<file path="config.mk">
export PLATFORM = sky130hd
export DESIGN_NAME = cache_arbiter
export DESIGN_NICKNAME = d
export VERILOG_FILES = /design/src/rtl/cache_arbiter_pkg.sv /design/src/rtl/cache_arbiter.sv
export SDC_FILE = /design/constraint.sdc
export NUM_CORES = 1
export LEC_CHECK = 0
export CORE_AREA = 2 2 271 273
export CTS_CLUSTER_DIAMETER = 120
export DETAILED_ROUTE_END_ITERATION = 8
export DIE_AREA = 0 0 273 275
export DONT_BUFFER_PORTS = 1
export PLACE_DENSITY = 0.3
export SLEW_MARGIN = 10
export SYNTH_ARGS = -nofsm -noshare
export SYNTH_HDL_FRONTEND = slang
export SYNTH_SLANG_ARGS = --single-unit
</file>
<file path="constraint.sdc">
create_clock -name clk -period 1.5 [get_ports clk]
set_clock_uncertainty 0.15 [all_clocks]
set_input_delay 0.15 -clock clk [delete_from_list [all_inputs] [get_ports clk]]
set_output_delay 0.15 -clock clk [all_outputs]
set_load 0.01 [all_outputs]
</file>
<file path="src/rtl/cache_arbiter_pkg.sv">
// Shared types and default widths for the I/D cache to physical memory arbiter.
// Contents: arb_state_t (arbiter FSM states), grant_t (last-served requester),
// ADDR_W / LINE_W default widths.
package cache_arbiter_pkg;

    localparam int unsigned ADDR_W = 16;
    localparam int unsigned LINE_W = 128;

    typedef enum logic [1:0] {
        IDLE    = 2'd0,
        SERVE_I = 2'd1,
        SERVE_D = 2'd2
    } arb_state_t;

    typedef enum logic {
        GRANT_I = 1'b0,
        GRANT_D = 1'b1
    } grant_t;

endpackage

</file>
<file path="src/rtl/cache_arbiter.sv">
// Shares the single physical memory port between the I-cache (read-only) and
// the D-cache (read/write). One line transaction at a time; the grant is held
// until pmem_resp, which is forwarded combinationally to the owning cache.
//
// Ports:
//   clk, rst                      clock, synchronous active-high reset
//   i_read, i_address             I-cache line read request
//   i_resp, i_rdata               I-cache completion pulse / line data
//   d_read, d_write, d_address,
//   d_wdata                       D-cache line read / writeback request
//   d_resp, d_rdata               D-cache completion pulse / line data
//   pmem_read, pmem_write,
//   pmem_address, pmem_wdata      physical memory request
//   pmem_resp, pmem_rdata         physical memory completion / read data
//
// Build option: define ARB_ROUND_ROBIN_EN to alternate the grant on
// simultaneous requests; otherwise the D-cache always wins a collision.
module cache_arbiter
    import cache_arbiter_pkg::*;
#(
    parameter int unsigned ADDR_WIDTH = ADDR_W,
    parameter int unsigned LINE_WIDTH = LINE_W
) (
    input  logic                  clk,
    input  logic                  rst,

    input  logic                  i_read,
    input  logic [ADDR_WIDTH-1:0] i_address,
    output logic                  i_resp,
    output logic [LINE_WIDTH-1:0] i_rdata,

    input  logic                  d_read,
    input  logic                  d_write,
    input  logic [ADDR_WIDTH-1:0] d_address,
    input  logic [LINE_WIDTH-1:0] d_wdata,
    output logic                  d_resp,
    output logic [LINE_WIDTH-1:0] d_rdata,

    output logic                  pmem_read,
    output logic                  pmem_write,
    output logic [ADDR_WIDTH-1:0] pmem_address,
    output logic [LINE_WIDTH-1:0] pmem_wdata,
    input  logic                  pmem_resp,
    input  logic [LINE_WIDTH-1:0] pmem_rdata
);

    arb_state_t state_q, state_d;
    arb_state_t collide_state;
    logic       i_req;
    logic       d_req;

    assign i_req = i_read;
    assign d_req = d_read | d_write;

    // Read data is a plain broadcast; only the resp pulses carry ownership.
    assign i_rdata = pmem_rdata;
    assign d_rdata = pmem_rdata;

`ifdef ARB_ROUND_ROBIN_EN
    grant_t last_grant_q, last_grant_d;

    // On a collision, favour whichever requester was not served last.
    assign collide_state = (last_grant_q == GRANT_D) ? SERVE_I : SERVE_D;

    // Remember the owner of every completed transaction.
    always_comb begin
        last_grant_d = last_grant_q;
        if (pmem_resp && (state_q == SERVE_I)) begin
            last_grant_d = GRANT_I;
        end else if (pmem_resp && (state_q == SERVE_D)) begin
            last_grant_d = GRANT_D;
        end
    end

    always_ff @(posedge clk) begin
        if (rst) begin
            last_grant_q <= GRANT_I;
        end else begin
            last_grant_q <= last_grant_d;
        end
    end
`else
    assign collide_state = SERVE_D;
`endif

    // Arbiter state register.
    always_ff @(posedge clk) begin
        if (rst) begin
            state_q <= IDLE;
        end else begin
            state_q <= state_d;
        end
    end

    // Next-state and memory-port / response decode.
    always_comb begin
        state_d      = state_q;
        pmem_read    = 1'b0;
        pmem_write   = 1'b0;
        pmem_address = '0;
        pmem_wdata   = '0;
        i_resp       = 1'b0;
        d_resp       = 1'b0;

        case (state_q)
            IDLE: begin
                // pmem_resp is ignored here; strobes start next cycle.
                if (i_req && d_req) begin
                    state_d = collide_state;
                end else if (d_req) begin
                    state_d = SERVE_D;
                end else if (i_req) begin
                    state_d = SERVE_I;
                end
            end
            SERVE_I: begin
                pmem_read    = 1'b1;
                pmem_address = i_address;
                if (pmem_resp) begin
                    i_resp  = 1'b1;
                    state_d = IDLE;
                end
            end
            SERVE_D: begin
                // A writeback takes precedence if both strobes are raised.
                pmem_read    = d_read & ~d_write;
                pmem_write   = d_write;
                pmem_address = d_address;
                pmem_wdata   = d_wdata;
                if (pmem_resp) begin
                    d_resp  = 1'b1;
                    state_d = IDLE;
                end
            end
            default: begin
                state_d = IDLE;
            end
        endcase
    end

    // A granted requester must hold its request until its resp.
    a_i_held: assert property (@(posedge clk) disable iff (rst)
        (state_q == SERVE_I) |-> i_read);
    a_d_held: assert property (@(posedge clk) disable iff (rst)
        (state_q == SERVE_D) |-> (d_read | d_write));

endmodule
</file>
After elaboration in Yosys (flattened, before gate mapping)
Cells that the tools add are included.
- magnitude comparators: 0
- bitwise gates (word level): 3
- reductions and logical operators: 4
- equal/unequal tests: 4
- div/mod/pow operators: 0
- shift operators: 0
- muxes and demuxes: 12
- $mul: 0
- add/sub/neg operators: 0
- operator list (operator ; number):
    128-bit 2-to-1 mux ; 1
    16-bit case mux with 2 select lines ; 1
    2-bit 2-to-1 mux ; 4
    1-bit 2-to-1 mux ; 4
    4-bit inequality test (second input constant) ; 1
    2-bit case mux with 2 select lines ; 1
    2-bit by 1-bit == test with 1-bit output (second input constant) ; 1
    2-bit == test (second input constant) ; 1
    2-bit logical NOT ; 1
    2-bit by 1-bit inequality test with 1-bit output (second input constant) ; 1
    1-bit case mux with 2 select lines ; 1
    2-bit AND reduction ; 1
    2-bit OR reduction ; 1
    1-bit AND ; 1
    1-bit logical AND ; 1
    1-bit inverter ; 1
    1-bit OR ; 1
- bits in registers: 2
- output and inout bits: 404
- word-level logic and storage cells: 24
- bits in latches: 0
- memories: 0
- RAM bits: 0
- ROM bits: 0
- input bits: 294

Longest topological paths before layout
Gate-level depths: netlist of run 1.
- word-level depth: 4
- depth in mapped cells: 7
- gate-level depth less buffers: 5

Least setup slack after synthesis of run 1
OpenSTA, ideal clock, no wires.
- path type: register to output
- from: reg state_q[0]
- to: out pmem_address[0]
- arrival: 1.162 ns
- required time: 1.200 ns
- path slack: 0.038 ns
- path buffers: 1
- cell stages (with the launch flop): 5
- path through: dfxtp_1 inv_1 ha_1 clkbuf_2 nor2b_1
- cells in the longest elaborated chain, start to end: 2
- elaborated cells on any way between the ends: 3
- those cells by class: 2 x eq/ne; 1 x mux
- ends and longest elaborated chain (what ; RTL line ; RTL):
    from (decl) ; cache_arbiter.sv:47 ; arb_state_t state_q, state_d;
    from (signal assigned) ; cache_arbiter.sv:91 ; state_q <= state_d;
    2-bit == test or 2-bit by 1-bit == test with 1-bit output (tied branches) ; cache_arbiter.sv:105 ; case (state_q)
    16-bit case mux with 2 select lines (*) ; cache_arbiter.sv:105 ;
    to (decl) ; cache_arbiter.sv:41 ; output logic [ADDR_WIDTH-1:0] pmem_address,
Every way passes the cells marked *; elsewhere a longest branch is shown, timed or not.

Final worst setup path of run 1
- from: reg state_q[1]
- to: out pmem_address[14]
The elaborated chain is that of the path after synthesis.

==> results.toml, run 1 <==
[sta]
setup_tns_ns = -22.45
final.min_clock_period_ns = 1.70
worst_pin_slew_ns = 0.251
fin_ws_ns = -0.198
fmax_ghz = 0.589
whs_ns = 0.0415
final.period_utilization = 1.13
setup_viol = 148
grt_setup_unrepaired = "yes"
slew_viol_final = 0
relSlewSlack = 0.833
hold_viol = 0

[drt]
drtIter0Drc = 40
vias = 2072
wl_um = 18000
post_drt_wl_per_cell_um = 15.1
via_per_inst = 1.74
ant_nets = 0
firstDrtPassIters = 4
drc = 0

[cts]
cts_max_level = 1
clkTransAtPathRegs_ns = 0.03
ctsRootBufferMaster = "clkbuf_16"
cts_sinks = 2
cts_tree = "yes"
clk_latency_ns = 0.22
cts_buffers = 3
cts_buffer_depth = 2

[critical_path]
regToRegSetupSlack_ns = 0.05
path_max_fanout = 4
cp.arrival_ns = 1.40
slowest_stage = "dfxtp_2"
worstSetupPathType = "flop to primary output"
crit_chain = "buf_6, inv_6, ha_4, clkbuf_16, a22oi_2, nor2b_2, buf_4"
required_ns = 1.20
reg2reg_from = "state_q[1]$_SDFFE_PP0P_"
rr_endpoint = "state_q[0]$_SDFFE_PP0P_"
startpoint_type = "flop"
crit_buf_inv = 4
cpLargestDelayFamily = "buffers and inverters"
cpPeakStageDelay_ns = 0.32
endpoint_kind = "primary output"
reg2reg_depth = 7

[worst_hold_path]
hold_depth = 3
hp-class = "input pin to flop"
hold_end = "state_q[1]$_SDFFE_PP0P_"
worstHoldStart = "i_read"

[floorplanning]
initial_core_util = 0.0448
die-area_um2 = 75100
ios = 698
die_h_um = 275
die_w_um = 273
core_area_um2 = 72300
rows = 99

[logic_synthesis]
synth_fp_nets = 757
syn_inst = 459
ys_types = 20
yosysWarnings = 0
syn_area_um2 = 3240
synth-seq-cells = 2
synth-seq-area-share = 0.0123
synth.avg_cell_area_um2 = 7.07

[place]
port_buffers = 0
post-dp-hpwl_um = 13100
dpl_cell_area_um2 = 2670
gp_congestion = 0.727
dp_cells = 1162

[global_routing]
track_usage = 0.0383
grt_max_degree = 41
antenna_found_initial = 7
grt_pass1_vias = 2168
grt_pass1_wl_um = 19200
grt-ovfl-total = 0

[layout]
syn2layout_area_growth_pct = 13.5
fillers = 8537
largest_reg_flops = 2
nets = 530
final_area_um2 = 3680
top_regs = "state_q: 2 flops"
fin_cells = 1190
drive_gt1_frac = 0.900
regMostFlops = "state_q"

[power_and_ir_drop]
powerDensity_nw_per_um2 = 653
leakagePower_nw = 1.09
ir_drop_uv = 540

[run_status]
violations = "negative setup slack"
status = "finished with violations"

[run]
drv_cap = 0
-- worst register-to-register path, delay by kind of cell, from the launching register on --
family                   cells  cell delay [ns]
AND/OR/NAND/NOR              2             0.12
buffers and inverters        3             0.27
adder cells (fa/ha/maj)      1             0.28
AO/OA/AOI/OAI                1             0.18
flip-flops                   1             0.34
-- report_power, final --
group | internal (W) | leakage [nW] | total, W | switching (W)
clock network | 0.000339 | 0.0370 | 0.000399 | 0.0000597
logic | 0.00104 | 1.04 | 0.00194 | 0.000900
registers | 0.0000608 | 0.0175 | 0.0000687 | 0.00000787
-- how the worst max path moves through the flow --
stage | from | to | slack (ns) | cells past startpoint
after floorplan | state_q[0]$_SDFFE_PP0P_ | pmem_address[0] | 0.04 | 4
after global placement | state_q[0]$_SDFFE_PP0P_ | pmem_address[12] | -0.05 | 5
after detailed placement | state_q[0]$_SDFFE_PP0P_ | pmem_address[15] | -0.06 | 6
after CTS | state_q[0]$_SDFFE_PP0P_ | pmem_wdata[5] | -0.19 | 5
after global routing | state_q[1]$_SDFFE_PP0P_ | pmem_wdata[25] | -0.24 | 5
final | state_q[1]$_SDFFE_PP0P_ | pmem_address[14] | -0.20 | 7
-- through the flow --
step | setup slack [ns] | util | power, W
final | -0.198 | 0.0509 | 0.00241
after global routing | -0.241 | 0.0509 | 0.00253
after CTS | -0.193 | 0.0467 | 0.00209
after detailed placement | -0.0647 | 0.0369 | 0.00110
after global placement | -0.0454 | 0.0369 | 0.00110
after floorplan | 0.0382 | - | 0.00150
-- cells by family (layout without fill, tap and decap cells) --
logic type / after synthesis / in the layout / share of synthesized area
flops: 2 / 2 / 0.0123
buf+inv: 277 / 48 / 0.628
simple gates: 155 / 155 / 0.298
compound gates: 21 / 21 / 0.0455
fa+ha+maj: 4 / 4 / 0.0154
other cells: 0 / 1 / 0
-- timing repair --
item / CTS / global route
resized for setup: 171 / 43
setup buffers: 7 / 2
endpoints found under the hold margin: 2 / 0
hold buffers: 2 / 0
pin swaps: 9 / 8
gates cloned: 6 / 9
endpoints found under the setup margin: 147 / 149
-- placed cells by master, fill, tap and decap left out, types with 4 or more instances in the layout --
| master | n |
|---|---|
| a22oi_1 | 5 |
| buf_6 | 8 |
| a22oi_2 | 11 |
| nor2b_1 | 5 |
| buf_16 | 6 |
| buf_4 | 11 |
| ha_4 | 4 |
| clkbuf_16 | 8 |
| and2_4 | 131 |
| buf_12 | 10 |
| nor2b_2 | 9 |
-- cell usage after synthesis --
master / number / area [µm²]
buf_4: 260 / 1950
and2_1: 131 / 820
nor2b_1: 17 / 106
a22oi_1: 16 / 120
clkbuf_2: 7 / 35.0
buf_2: 5 / 25.0
ha_1: 4 / 50.1
a21oi_1: 3 / 15.0
clkbuf_1: 2 / 7.51
dfxtp_1: 2 / 40.0
inv_1: 2 / 7.51
nor2_1: 2 / 7.51
and2b_1: 1 / 7.51
buf_6: 1 / 11.3
nand2_1: 1 / 3.75
nand2b_1: 1 / 6.26
nand3b_1: 1 / 7.51
nor3_2: 1 / 10.0
o21a_1: 1 / 7.51
o21ai_0: 1 / 5.00
-- layer usage --
metal / GRT usage / share of wire
met1: 0.0224 / 0.22
met2: 0.0747 / 0.53
met3: 0.0295 / 0.17
met4: 0.0270 / 0.071
met5: 0 / 0.0015
-- area by class of cell --
type / count / area [µm²] / share of cell area
Antenna cell: 1 / 2.50 / 0.000680
Multi-Input combinational cell: 180 / 1640 / 0.446
Timing Repair Buffer: 43 / 698 / 0.190
Inverter: 2 / 17.5 / 0.00476
Clock buffer: 3 / 75.1 / 0.0204
Sequential cell: 2 / 45.0 / 0.0122
Tap cell: 959 / 1200 / 0.326
(Power assumes the default switching activity.)
==> inputs of run 2 (changes only) <==
Settings changed: CELL_PAD_IN_SITES_DETAIL_PLACEMENT from default to 0, CELL_PAD_IN_SITES_GLOBAL_PLACEMENT from default to 1, SKIP_CTS_REPAIR_TIMING from default to 1.
Clock period 1.5 ns to 1.75 ns, I/O delays scaled along.
==> results.toml, run 2 (synthesis gave the netlist of run 1 again) <==
[sta]
hold_viol = 0
setup_viol = 36
grt_setup_unrepaired = "yes"
relSlewSlack = 0.800
whs_ns = 0.104
final.min_clock_period_ns = 1.79
worst_pin_slew_ns = 0.300
slew_viol_final = 0
final.period_utilization = 1.03
fin_ws_ns = -0.0439
fmax_ghz = 0.557

[critical_path]
worstSetupPathType = "flop to primary output"
reg2reg_depth = 6
cp.arrival_ns = 1.47
slowest_stage = "dfxtp_2"
crit_chain = "inv_2, buf_6, ha_4, buf_6, buf_12, clkbuf_16, and2_4"
endpoint_kind = "primary output"
required_ns = 1.42
cpMostUsedCell = "buf_6"
cpPeakStageDelay_ns = 0.32
startpoint_type = "flop"
path_max_fanout = 7

[cts]
ctsRootBufferMaster = "clkbuf_16"
clkTransAtPathRegs_ns = 0.03
cts_max_level = 1
cts_buffer_depth = 2
cts_buffers = 3
cts_sinks = 2
cts_tree = "yes"
clk_latency_ns = 0.22

[worst_hold_path]
hp-class = "input pin to flop"
hold_depth = 3

[layout]
mostFrequentLayoutCell = "and2_4"
drive_gt1_frac = 0.701
syn2layout_area_growth_pct = 4.55
fin_cells = 1185
largest_reg_flops = 2
regMostFlops = "state_q"
nets = 521
top_regs = "state_q: 2 flops"
final_cell_mix = "108 x and2_4, 23 x and2_1, 14 x a22oi_1, 11 x nor2b_1"
fillers = 8574
final_area_um2 = 3390
fin_util = 0.0469

[floorplanning]
die_w_um = 273
initial_core_util = 0.0448
die_h_um = 275
die-area_um2 = 75100
core_area_um2 = 72300
ios = 698
rows = 99

[power_and_ir_drop]
ir_drop_uv = 368
powerDensity_nw_per_um2 = 571
leakagePower_nw = 0.978

[drt]
wl_um = 17000
post_drt_wl_per_cell_um = 14.4
drtIter0Drc = 41
firstDrtPassIters = 4
drc = 0
vias = 1950
ant_nets = 0
via_per_inst = 1.65

[global_routing]
grt_pass1_vias = 1772
track_usage = 0.0294
antenna_found_initial = 6
grt_max_degree = 109
grt-ovfl-total = 0
grt_pass1_wl_um = 14800

[place]
gp_congestion = 0.564
port_buffers = 0
dp_cells = 1158
post-dp-hpwl_um = 11200
dpl_cell_area_um2 = 2590

[run_status]
status = "finished with violations"
violations = "negative setup slack"

[run]
drv_cap = 0
[run 2: area by class of cell]
type | instances | area [µm²] | area share
flip-flops and latches | 2 | 41.3 | 0.0122
well taps | 959 | 1200 | 0.354
multi-input cells | 180 | 1470 | 0.435
clock buffers | 3 | 75.1 | 0.0221
repair buffers | 34 | 582 | 0.172
inverters | 2 | 7.51 | 0.00221
diodes | 5 | 12.5 | 0.00369
[run 2: routing by layer]
layer | share of wire | vias up | track usage
met5 | 0 | - | 0
met4 | 0.051 | 0 | 0.0173
met3 | 0.16 | 45 | 0.0251
met2 | 0.42 | 439 | 0.0445
met1 | 0.37 | 785 | 0.0269
li1 | - | 681 | -
[run 2: path summary, 6_finish.rpt]
path | startpoint | end | slack [ns]
max | state_q[0]$_SDFFE_PP0P_ | pmem_wdata[95] | -0.04
min | d_read | state_q[0]$_SDFFE_PP0P_ | 0.10
max reg2reg | state_q[1]$_SDFFE_PP0P_ | state_q[1]$_SDFFE_PP0P_ | 0.15
min reg2reg | state_q[0]$_SDFFE_PP0P_ | state_q[0]$_SDFFE_PP0P_ | 0.45
[run 2: power by group]
part | leakage, nW | internal, W | total [W] | switching [W]
clock network | 0.0370 | 0.000291 | 0.000343 | 0.0000519
registers | 0.0169 | 0.0000519 | 0.0000555 | 0.00000359
logic | 0.924 | 0.000762 | 0.00154 | 0.000778
total | 0.978 | 0.00110 | 0.00194 | 0.000833
[run 2: worst max-delay path, delay by kind of cell, from the launching register on]
kind / cells / cell delay (ns)
buffers and inverters: 5 / 0.59
DFF: 1 / 0.32
adders and majority gates: 1 / 0.18
and+or+nand+nor: 1 / 0.15
[run 2: through the flow]
step | total power (W) | setup TNS, ns | setup slack [ns]
floorplan | 0.00129 | 0 | 0.263
global placement | 0.000912 | -0.0193 | -0.0193
detailed placement | 0.000912 | -0.0337 | -0.0337
CTS | 0.00126 | -2.94 | -0.267
global route | 0.00208 | -4.76 | -0.104
finish | 0.00194 | -0.821 | -0.0439
==> inputs of run 3 (changes only) <==
Settings changed: CORE_AREA 2 2 271 273 to 2 2 268 270, DIE_AREA 0 0 273 275 to 0 0 270 272, DONT_BUFFER_PORTS 1 to default, PLACE_DENSITY 0.3 to 0.54.
==> results.toml, run 3 (synthesis gave the netlist of run 1 again) <==
[sta]
slew_viol_final = 0
hold_viol = 0
setup_viol = 129
final.min_clock_period_ns = 1.87
grt_setup_unrepaired = "yes"
final.period_utilization = 1.07
fin_ws_ns = -0.123
fmax_ghz = 0.534
setup_tns_ns = -5.09
worst_pin_slew_ns = 0.242
relSlewSlack = 0.839

[drt]
drtIter0Drc = 63
post_drt_wl_per_cell_um = 13.0
vias = 3264
via_per_inst = 2.18
drc = 0
ant_nets = 0
firstDrtPassIters = 4
wl_um = 19400

[layout]
final_area_um2 = 7020
fin_cells = 1498
syn2layout_area_growth_pct = 117
regMostFlops = "state_q"
drive_gt1_frac = 0.648
nets = 848
largest_reg_flops = 2
mostFrequentLayoutCell = "clkdlybuf4s50_1"
n_antenna_cell = 0
top_regs = "state_q: 2 flops"
fillers = 8139
final_cell_mix = "165 x clkdlybuf4s50_1, 146 x buf_6, 126 x and2_4, 12 x a22oi_2"

[floorplanning]
initial_core_util = 0.0459
ios = 698
die-area_um2 = 73400
die_h_um = 272
die_w_um = 270
core_area_um2 = 70800
rows = 98

[critical_path]
endpoint_kind = "primary output"
reg2reg_from = "state_q[0]$_SDFFE_PP0P_"
crit_chain = "inv_4, ha_4, buf_12, clkbuf_16, buf_8, buf_6, and2_4, buf_6"
rr_endpoint = "state_q[1]$_SDFFE_PP0P_"
regToRegSetupSlack_ns = 0.06
required_ns = 1.42
cpMostUsedCell = "buf_6"
cpLargestDelayFamily = "buffers and inverters"
startpoint_type = "flop"
cp.arrival_ns = 1.55
slowest_stage = "dfxtp_2"
worstSetupPathType = "flop to primary output"
cpPeakStageDelay_ns = 0.34
crit_buf_inv = 6
path_max_fanout = 5
reg2reg_depth = 8

[place]
port_buffers = 313
dp_cells = 1459
post-dp-hpwl_um = 12500
dpl_cell_area_um2 = 5660
gp_congestion = 0.892
post-place-ws_ns = -0.476

[cts]
clkTransAtPathRegs_ns = 0.03
cts_buffers = 3
ctsRootBufferMaster = "clkbuf_16"
cts_buffer_depth = 2
clk_latency_ns = 0.22
cts_sinks = 2
cts_max_level = 1
cts_tree = "yes"

[global_routing]
grt-ovfl-total = 0
grt_pass1_vias = 3285
grt_max_degree = 126
track_usage = 0.0355
antenna_found_initial = 2
grt_pass1_wl_um = 19900

[power_and_ir_drop]
ir_drop_uv = 421
clkPwrFrac = 0.102
power_switching_w = 0.00112
powerDensity_nw_per_um2 = 472
p_sw_frac = 0.339
leakagePower_nw = 2.71
p_int_w = 0.00219
seqPwrFrac = 0.019
comb_power_share = 0.878
p_total_w = 0.00332

[worst_hold_path]
hold_depth = 0
hold_end = "d_rdata[33]"
worstHoldStart = "pmem_rdata[33]"
hp-class = "input pin to primary output"

[run_status]
status = "finished with violations"
violations = "negative setup slack"

[run]
drv_cap = 0
-- run 3: power by group through the flow --
| stage | Combinational (W) | Sequential (W) | Clock [W] |
|---|---|---|---|
| finish | 0.00291 | 0.0000633 | 0.000340 |
| global route | 0.00308 | 0.0000643 | 0.000356 |
| CTS | 0.00179 | 0.0000578 | 0.000348 |
| detailed placement | 0.00178 | 0.0000584 | 0 |
| global placement | 0.00179 | 0.0000578 | 0 |
| floorplan | 0.00123 | 0.0000559 | 0 |
-- run 3: how the worst max path moves through the flow --
stage	slack [ns]	start	end	cells past startpoint
final	-0.12	state_q[0]$_SDFFE_PP0P_	pmem_wdata[77]	8
after global routing	-0.18	state_q[0]$_SDFFE_PP0P_	pmem_wdata[99]	8
after CTS	-0.71	state_q[0]$_SDFFE_PP0P_	pmem_wdata[106]	5
after detailed placement	-0.48	state_q[0]$_SDFFE_PP0P_	pmem_wdata[106]	5
after global placement	-0.43	state_q[0]$_SDFFE_PP0P_	pmem_wdata[106]	5
after floorplan	0.26	state_q[0]$_SDFFE_PP0P_	pmem_address[0]	4
-- run 3: stage by stage --
step | utilization | hold WS [ns]
after global placement | 0.0800 | 0.200
final | 0.0993 | 0.200
after floorplan | - | 0.0941
after CTS | 0.0811 | 0.200
after global routing | 0.0993 | 0.200
after detailed placement | 0.0800 | 0.200
-- run 3: layout make-up --
cell class	count	area, µm²	area share
sequential	2	45.0	0.00641
inverter	2	10.0	0.00143
timing repair buffer	361	4030	0.574
tap	950	1190	0.169
multi-input combinational	180	1670	0.238
clock buffer	3	75.1	0.0107
-- run 3: worst register-to-register path, cell delays in order (launching register included) --
cell	delay, ns
dfxtp_2	0.34
inv_4	0.05
buf_4	0.13
ha_4	0.23
buf_6	0.13
buf_4	0.12
and2b_1	0.17
o21ai_0	0.16
a21oi_1	0.08
-- run 3: metal layers --
| metal | routed length [µm] | share of wire | track usage |
|---|---|---|---|
| met4 | 925 | 0.048 | 0.0282 |
| met1 | 6090 | 0.31 | 0.0242 |
| met3 | 2930 | 0.15 | 0.0295 |
| met2 | 9440 | 0.49 | 0.0610 |
| met5 | 27 | 0.0014 | 0.00513 |
